$ cat src/rtl/calc_entry_pkg.sv
// Shared types and constants for the calculator operand-entry datapath.
package calc_entry_pkg;

    localparam int BCD_W              = 10;
    localparam int MAX_TENS_FOR_SHIFT = 3;

    typedef enum logic [1:0] {
        S_A   = 2'd0,
        S_B   = 2'd1,
        S_RES = 2'd2
    } entry_state_e;

    typedef struct packed {
        logic             neg;
        logic [BCD_W-1:0] val;
    } bcd_operand_t;

endpackage

$ cat src/rtl/key_debounce.sv
// Per-button 2-FF synchronizer, debounce counter and one-cycle press pulse.
module key_debounce #(
    parameter int DEBOUNCE_CYCLES = 250000,
    parameter int CNT_W           = 18
) (
    input  logic clk,
    input  logic rst_n,
    input  logic btn_n,
    output logic press
);

    logic [1:0]       sync_q, sync_d;
    logic [1:0]       vld_q, vld_d;
    logic [CNT_W-1:0] cnt_q, cnt_d;
    logic             stable_q, stable_d;
    logic             armed_q, armed_d;
    logic             press_q, press_d;

    always_ff @(posedge clk or negedge rst_n) begin
        if (!rst_n) begin
            sync_q   <= 2'b11;
            vld_q    <= '0;
            cnt_q    <= '0;
            stable_q <= 1'b1;
            armed_q  <= 1'b0;
            press_q  <= 1'b0;
        end else begin
            sync_q   <= sync_d;
            vld_q    <= vld_d;
            cnt_q    <= cnt_d;
            stable_q <= stable_d;
            armed_q  <= armed_d;
            press_q  <= press_d;
        end
    end

    // Arming waits until the synchronizer holds real samples showing the button
    // released, so a button held across reset never yields a press.
    always_comb begin
        sync_d   = {sync_q[0], btn_n};
        vld_d    = {vld_q[0], 1'b1};
        cnt_d    = '0;
        stable_d = stable_q;
        press_d  = 1'b0;
        armed_d  = armed_q | (vld_q[1] & sync_q[1]);
        if (sync_q[1] != stable_q) begin
            if (cnt_q == CNT_W'(DEBOUNCE_CYCLES - 1)) begin
                stable_d = sync_q[1];
                press_d  = ~sync_q[1] & armed_q;
            end else begin
                cnt_d = cnt_q + 1'b1;
            end
        end
    end

    assign press = press_q;

endmodule

$ cat src/rtl/bcd_operand_entry.sv
// Debounced button handling and FSM that builds two signed 3-digit BCD operands.
// Optional macro ENTRY_BACKSPACE_EN turns the clear button into a backspace.
module bcd_operand_entry
    import calc_entry_pkg::*;
#(
    parameter int DEBOUNCE_CYCLES = 250000,
    parameter int CNT_W           = 18
) (
    input  logic             clk,
    input  logic             rst_n,
    input  logic [3:0]       sw_digit,
    input  logic             btn_digit_n,
    input  logic             btn_sign_n,
    input  logic             btn_clear_n,
    input  logic             btn_enter_n,
    output logic [BCD_W-1:0] A,
    output logic             negativeA,
    output logic [BCD_W-1:0] B,
    output logic             negativeB,
    output logic             key,
    output logic             calc_start,
    output logic             entry_err
);

    logic [3:0] btn_raw_n;
    logic [3:0] press;

    assign btn_raw_n = {btn_enter_n, btn_clear_n, btn_sign_n, btn_digit_n};

    for (genvar i = 0; i < 4; i++) begin : g_btn
        key_debounce #(
            .DEBOUNCE_CYCLES(DEBOUNCE_CYCLES),
            .CNT_W          (CNT_W)
        ) u_debounce (
            .clk  (clk),
            .rst_n(rst_n),
            .btn_n(btn_raw_n[i]),
            .press(press[i])
        );
    end

    entry_state_e state_q, state_d;
    bcd_operand_t a_q, a_d, b_q, b_d;
    logic         calc_start_q, calc_start_d;
    logic         entry_err_q, entry_err_d;
    bcd_operand_t cur, nxt;

    always_ff @(posedge clk or negedge rst_n) begin
        if (!rst_n) begin
            state_q      <= S_A;
            a_q          <= '0;
            b_q          <= '0;
            calc_start_q <= 1'b0;
            entry_err_q  <= 1'b0;
        end else begin
            state_q      <= state_d;
            a_q          <= a_d;
            b_q          <= b_d;
            calc_start_q <= calc_start_d;
            entry_err_q  <= entry_err_d;
        end
    end

    always_comb begin
        state_d      = state_q;
        a_d          = a_q;
        b_d          = b_q;
        calc_start_d = 1'b0;
        entry_err_d  = 1'b0;
        cur          = (state_q == S_B) ? b_q : a_q;
        nxt          = cur;
        case (state_q)
            S_A, S_B: begin
                if (press[3]) begin
                    state_d      = (state_q == S_A) ? S_B : S_RES;
                    calc_start_d = (state_q == S_B);
                end else if (press[2]) begin
`ifdef ENTRY_BACKSPACE_EN
                    nxt.val = {4'b0000, cur.val[9:8], cur.val[7:4]};
                    if (nxt.val == '0) nxt.neg = 1'b0;
`else
                    nxt = '0;
`endif
                end else if (press[1]) begin
                    if (cur.val != '0) nxt.neg = ~cur.neg;
                end else if (press[0]) begin
                    if (sw_digit > 4'd9 || cur.val[7:4] > 4'(MAX_TENS_FOR_SHIFT)) begin
                        entry_err_d = 1'b1;
                    end else begin
                        // The hundreds digit falls off; a zero result drops the sign.
                        nxt.val = {cur.val[5:0], sw_digit};
                        if (nxt.val == '0) nxt.neg = 1'b0;
                    end
                end
                if (state_q == S_A) a_d = nxt;
                else                b_d = nxt;
            end
            S_RES: begin
                if (press[3]) begin
                    state_d = S_A;
                    a_d     = '0;
                    b_d     = '0;
                end
            end
            default: state_d = S_A;
        endcase
    end

    assign A          = a_q.val;
    assign negativeA  = a_q.neg;
    assign B          = b_q.val;
    assign negativeB  = b_q.neg;
    assign key        = (state_q == S_RES);
    assign calc_start = calc_start_q;
    assign entry_err  = entry_err_q;

endmodule

$ cat config.mk
export PLATFORM = sky130hd
export DESIGN_NAME = bcd_operand_entry
export DESIGN_NICKNAME = d
export VERILOG_FILES = /design/src/rtl/calc_entry_pkg.sv /design/src/rtl/key_debounce.sv /design/src/rtl/bcd_operand_entry.sv
export SDC_FILE = /design/constraint.sdc
export NUM_CORES = 1
export LEC_CHECK = 0
export CAP_MARGIN = 20
export CORE_MARGIN = 4
export CORE_UTILIZATION = 30
export DETAILED_ROUTE_END_ITERATION = 6
export GPL_ROUTABILITY_DRIVEN = 0
export SLEW_MARGIN = 10
export SYNTH_ARGS = -nofsm -noshare
export SYNTH_HDL_FRONTEND = slang
export SYNTH_SLANG_ARGS = --single-unit
$ cat constraint.sdc
create_clock -name clk -period 4.1 [get_ports clk]
set_clock_uncertainty 0.1 [all_clocks]
set_input_delay 0.82 -clock clk [delete_from_list [all_inputs] [get_ports clk]]
set_output_delay 0.82 -clock clk [all_outputs]
set_load 0.01 [all_outputs]
==> flow_summary.toml, run 1 <==
[outcome]
outcome = "complete, no violations"

[worst_setup_path]
setup.worst_path.end_class = "primary output"
setup.worst_path.class = "flop to primary output"
critPathArrivalTime_ns = 1.81
worstPathMaxFanout = 8
cp-start-kind = "flop"
cp.required_ns = 3.18

[routing]
detail_route.wl_per_cell_um = 14.3
drtAntennaViolNets = 0
drc_errors = 0
dr.first_iter.drc_count = 172
drtPass1Iterations = 5
post_drt_via_cell_ratio = 4.91
wl_um = 11800
vias = 4032

[yosys]
syn-num-nets = 551
synth.area.top_cells = "dfrtp_1, xor2_1, nor2_1"
syn_inst = 534
avgSynthCellArea_um2 = 10.5
yosysWarnings = 0
synth-edff-count = 0
synth_area_leader_cell = "dfrtp_1"
synth_top_area_share_pct = 48.3
ys.flop_type = "dfrtp_1"
ys_ff_latch = 120
yosysSeqAreaShare_pct = 53.9
async_flop_share_pct = 100
synth_area_mm2 = 0.00560
yosysUniqueCellTypes = 46

[clock_tree]
cts_max_path_buffers = 2
cts_resized = 0
clockRootBuffer = "clkbuf_16"
clkTransAtPathRegs_ns = 0.05
cts_tree = "yes"
hold_buffers = 0
clock_sinks = 120
htree_levels = 4
cts_buffers = 17
cts_setup_buffers = 0
insertion_delay_ns = 0.42

[placed_design]
portBuffers = 34
dp_hpwl_um = 7920

[floorplanning]
start_util_pct = 30.8
fp.dieH_um = 145
pin_count = 35
std_cell_rows = 49
core-area_mm2 = 0.0181
die_x_um = 145
die-area_mm2 = 0.0209

[sta]
timing.final.crit_period_ns = 2.73
rsz0062_at_grt = "false"
worstMarginPinSlew_ns = 0.826
period_share_pct = 66.5
finalHoldViolations = 0
slew_headroom_pct = 44.9
fin_tns_setup_ns = 0
setup_violations = 0
finalMaxSlewViolations = 0
fmax_mhz = 367

[global_route]
grt_max_degree = 66
gr-total-overflow = 0
globalRouteTotalUtil_pct = 12.3
grt_antenna_before_repair = 0
first_global_vias = 4217
grt_pass1_wl_um = 20500

[cells_and_area]
register_area_mm2 = 0.00302
multiInputGateArea_mm2 = 0.00248
nFillCells = 1743
post-route-util_pct = 37.4
num_antenna_cells = 0
drive_gt1_share_pct = 10.6
nNetsFinal = 597
area_delta_synth_final_pct = 21.4

[power]
vdd_drop_max_uv = 263
p_leak_uw = 0.00287
pwr_density_cell_mw_per_mm2 = 406

[hold_path]
hold_path_class = "flop to flop"

[run]
maxCapViolations = 0
## synthesized netlist by cell type, types with 5 or more instances
cell type / n
a21oi_1: 6
a22o_1: 12
and2_1: 5
and3_1: 12
and4_1: 6
dfrtp_1: 108
dfstp_2: 12
ha_1: 7
inv_1: 12
mux2_2: 7
mux2i_1: 16
nand2_1: 42
nand2b_1: 5
nand3_1: 28
nand4_1: 14
nor2_1: 96
nor3_1: 12
nor4_1: 5
o21ai_0: 17
xnor2_1: 24
xor2_1: 43
## per-layer routing
metal	track usage (%)	part of all wire, %	vias up
li1	-	-	1926
met1	16.2	47	2017
met2	19.4	48	70
met3	3.77	3.8	19
met4	4.42	1.5	0
met5	0	0	-
## metrics by stage
stage	worst slack [ns]	power, µW	hold slack (ns)	instance area [µm²]	std cells
2_1_floorplan	2.11	1260	0.231	5600	534
3_3_place_gp	1.55	1300	0.236	6210	790
3_5_place_dp	1.48	1300	0.239	6210	790
4_1_cts	1.35	2790	0.250	6790	822
5_1_grt	1.26	2870	0.262	6790	822
6_report	1.37	2760	0.247	6790	822
## area by class of cell
class                           count  share of cell area, %
Clock inverter                      8                   1.40
Inverter                           12                  0.663
Tap cell                          229                   4.22
Timing Repair Buffer               37                   5.49
Sequential cell                   120                   44.4
Clock buffer                       24                   7.24
Multi-Input combinational cell    392                   36.6
## critical path, stage by stage (launching register included)
cell	delay, ns
dfrtp_1	0.38
inv_1	0.11
ha_1	0.33
clkdlybuf4s50_1	0.59
## kinds of logic after synthesis
| group | after synthesis | synth area share (%) |
|---|---|---|
| AND/OR/NAND/NOR | 249 | 22.4 |
| flip-flops | 120 | 53.9 |
| XOR/XNOR | 67 | 10.5 |
| AO/OA/AOI/OAI | 44 | 5.34 |
| multiplexers | 24 | 4.54 |
| buffers and inverters | 22 | 1.70 |
| adder cells (fa/ha/maj) | 7 | 1.56 |
| other | 1 | 0.0670 |
## power breakdown
| group | switching [µW] | internal [µW] |
|---|---|---|
| Combinational | 44.2 | 20.3 |
| Sequential | 13.6 | 1200 |
| Clock | 521 | 954 |
## final timing paths
| path | slack (ns) | startpoint | cells past startpoint | to |
|---|---|---|---|---|
| worst max-delay path | 1.37 | state_q[0] | 3 | key |
| worst min-delay path | 0.25 | g_btn[3].u_debounce.vld_q[0] | 0 | g_btn[0].u_debounce.vld_q[1] |
| worst max register to register | 1.72 | state_q[1] | 7 | B[3] |
| worst min register to register | 0.25 | g_btn[3].u_debounce.vld_q[0] | 0 | g_btn[0].u_debounce.vld_q[1] |
| max in group asynchronous | 2.65 | rst_n | 2 | g_btn[0].u_debounce.stable_q |
| min in group asynchronous | 0.40 | rst_n | 1 | g_btn[2].u_debounce.cnt_q[14] |
## cell usage in the layout, fill, tap and decap left out, types with 4 or more instances in the layout
master	synthesis	routed
dfrtp_1	108	108
nor2_1	96	96
xor2_1	43	43
nand2_1	42	42
clkdlybuf4s50_1	0	33
nand3_1	28	28
xnor2_1	24	24
o21ai_0	17	17
clkbuf_16	0	17
mux2i_1	16	16
nand4_1	14	14
inv_1	12	12
and3_1	12	12
nor3_1	12	12
a22o_1	12	12
dfstp_2	12	12
mux2_2	7	7
ha_1	7	7
and4_1	6	6
a21oi_1	6	6
nor4_1	5	5
and2_1	5	5
nand2b_1	5	5
nor4b_1	4	4
nor2b_1	4	4
a21o_1	4	4
clkinv_2	0	4
clkbuf_8	0	4
## registers in the layout, summed over array words and instances, names as in the netlist
name and cells:
B 10, A 10, g_btn.u_debounce.cnt_q 72, negativeA 1, g_btn.u_debounce.vld_q 2, calc_start 1, state_q 2, entry_err 1
g_btn.u_debounce.press 4, g_btn.u_debounce.armed_q 4, g_btn.u_debounce.stable_q 4, g_btn.u_debounce.sync_q 8, negativeB 1
No activity file was read; power rests on OpenSTA's default activity.
==> run 2: changes to the inputs <==
- clock period: 4.1 -> 2.4 ns (I/O delays scaled with it)
==> run 2 against run 1 <==
Effect of this change:
- via count is 2.5% lower
- largest power group unchanged
- global-route usage is 0.42 points lower
- worst hold slack better by 0.0036 ns
- final cell count is 0.61% higher
- largest cell class unchanged
- sequential power is 70% higher
==> flow_summary.toml, run 2 (synthesized netlist as in run 1, its figures left out) <==
[global_route]
grt_antenna_before_repair = 0
grt_pass1_wl_um = 19900
globalRouteTotalUtil_pct = 11.9
grt_max_degree = 48
first_global_vias = 4128
gr-total-overflow = 0

[worst_setup_path]
setup.worst_path.class = "flop to primary output"
setup.worst_path.end_class = "primary output"
critPathArrivalTime_ns = 1.63
worstPathMaxFanout = 3
cp.required_ns = 1.82
cp-start-kind = "flop"

[power]
pwr_density_cell_mw_per_mm2 = 675
vdd_drop_max_uv = 463
p_leak_uw = 0.00289

[cells_and_area]
drive_gt1_share_pct = 11.5
final_cell_mix = "dfrtp_1, nor2_1, xor2_1"
top_register = "g_btn.u_debounce.cnt_q"
final_common_cell = "dfrtp_1"
finalNonFillerCells = 827
largest_reg_flops = 72
area_delta_synth_final_pct = 22.1
nNetsFinal = 602
nFillCells = 1755
post-route-util_pct = 37.7
num_antenna_cells = 0

[placed_design]
placed_cells = 794
dp_hpwl_um = 7910
portBuffers = 34
place_ws_ns = 0.123

[floorplanning]
start_util_pct = 30.8
pin_count = 35
core-area_mm2 = 0.0181
die-area_mm2 = 0.0209
die_x_um = 145
std_cell_rows = 49
fp.dieH_um = 145

[sta]
setup_violations = 0
timing.final.crit_period_ns = 2.21
hold_ws_ns = 0.251
rsz0062_at_grt = "false"
fin_tns_setup_ns = 0
worstMarginPinSlew_ns = 0.571
fin_ws_ns = 0.191
slew_headroom_pct = 61.8
period_share_pct = 92.0
fmax_mhz = 453
finalMaxSlewViolations = 0
finalHoldViolations = 0

[routing]
detail_route.wl_per_cell_um = 13.9
post_drt_via_cell_ratio = 4.75
dr.first_iter.drc_count = 240
vias = 3930
drc_errors = 0
drtPass1Iterations = 4
wl_um = 11500
drtAntennaViolNets = 0

[clock_tree]
insertion_delay_ns = 0.41
clkTransAtPathRegs_ns = 0.05
cts_setup_buffers = 0
htree_levels = 4
clockRootBuffer = "clkbuf_16"
cts_tree = "yes"
cts_buffers = 17
cts_max_path_buffers = 2
clock_sinks = 120

[outcome]
outcome = "complete, no violations"

[hold_path]
hold_path_class = "flop to flop"

[run]
maxCapViolations = 0
## run 2: cell types whose count changed in the layout (fill, tap and decap cells not counted)
cell / before / now
buf_12: 1 / 2
clkinv_2: 4 / 5
ha_2: 0 / 1
clkbuf_8: 4 / 5
ha_1: 7 / 6
buf_4: 3 / 6
clkbuf_1: 3 / 2
bufinv_16: 2 / 1
dlygate4sd3_1: 0 / 1
## run 2: timing repair
item / CTS / global route
endpoints found under the hold margin: 30 / 0
resized for setup: 0 / 1
endpoints found under the setup margin: 0 / 1
hold buffers: 1 / 0
## run 2: routing by layer
layer | GRT usage, % | routed length (µm)
met1 | 15.7 | 5550
met2 | 18.3 | 5390
met3 | 3.84 | 421
met4 | 4.57 | 178
met5 | 0 | 0
## run 2: final timing paths
check,startpoint,to,slack [ns],depth (start not counted)
max,state_q[0],key,0.19,3
min,g_btn[3].u_debounce.vld_q[0],g_btn[0].u_debounce.vld_q[1],0.25,0
max reg2reg,state_q[1],A[3],0.27,7
min reg2reg,g_btn[3].u_debounce.vld_q[0],g_btn[0].u_debounce.vld_q[1],0.25,0
max in group asynchronous,rst_n,g_btn[3].u_debounce.stable_q,1.00,3
min in group asynchronous,rst_n,g_btn[2].u_debounce.cnt_q[7],0.51,2
## run 2: worst max-delay path: stages (launching register included)
cell and delay, ns:
dfrtp_1 0.38, inv_1 0.11, ha_1 0.19, clkdlybuf4s50_1 0.54
## run 2: cell type report
| class | count | area [µm²] | share of cell area (%) |
|---|---|---|---|
| tap | 229 | 287 | 4.19 |
| inverter | 12 | 45.0 | 0.659 |
| clock buffer | 24 | 502 | 7.34 |
| clock inverter | 8 | 70.1 | 1.03 |
| timing repair buffer | 42 | 425 | 6.22 |
| sequential | 120 | 3020 | 44.2 |
| multi-input combinational | 392 | 2490 | 36.4 |
## run 2: per-stage QoR
| step | area, µm² | total power [µW] |
|---|---|---|
| final | 6830 | 4610 |
| after global routing | 6830 | 4800 |
| after CTS | 6830 | 4680 |
| after detailed placement | 6250 | 2230 |
| after global placement | 6250 | 2220 |
| after floorplan | 5600 | 2150 |
## run 2: report_power, final
group	switching, µW	leakage, µW	internal (µW)	total [µW]
combinational	75.3	0.00107	38.6	114
clock	870	0.000282	1550	2420
sequential	23.5	0.00155	2060	2080
total	969	0.00289	3650	4610
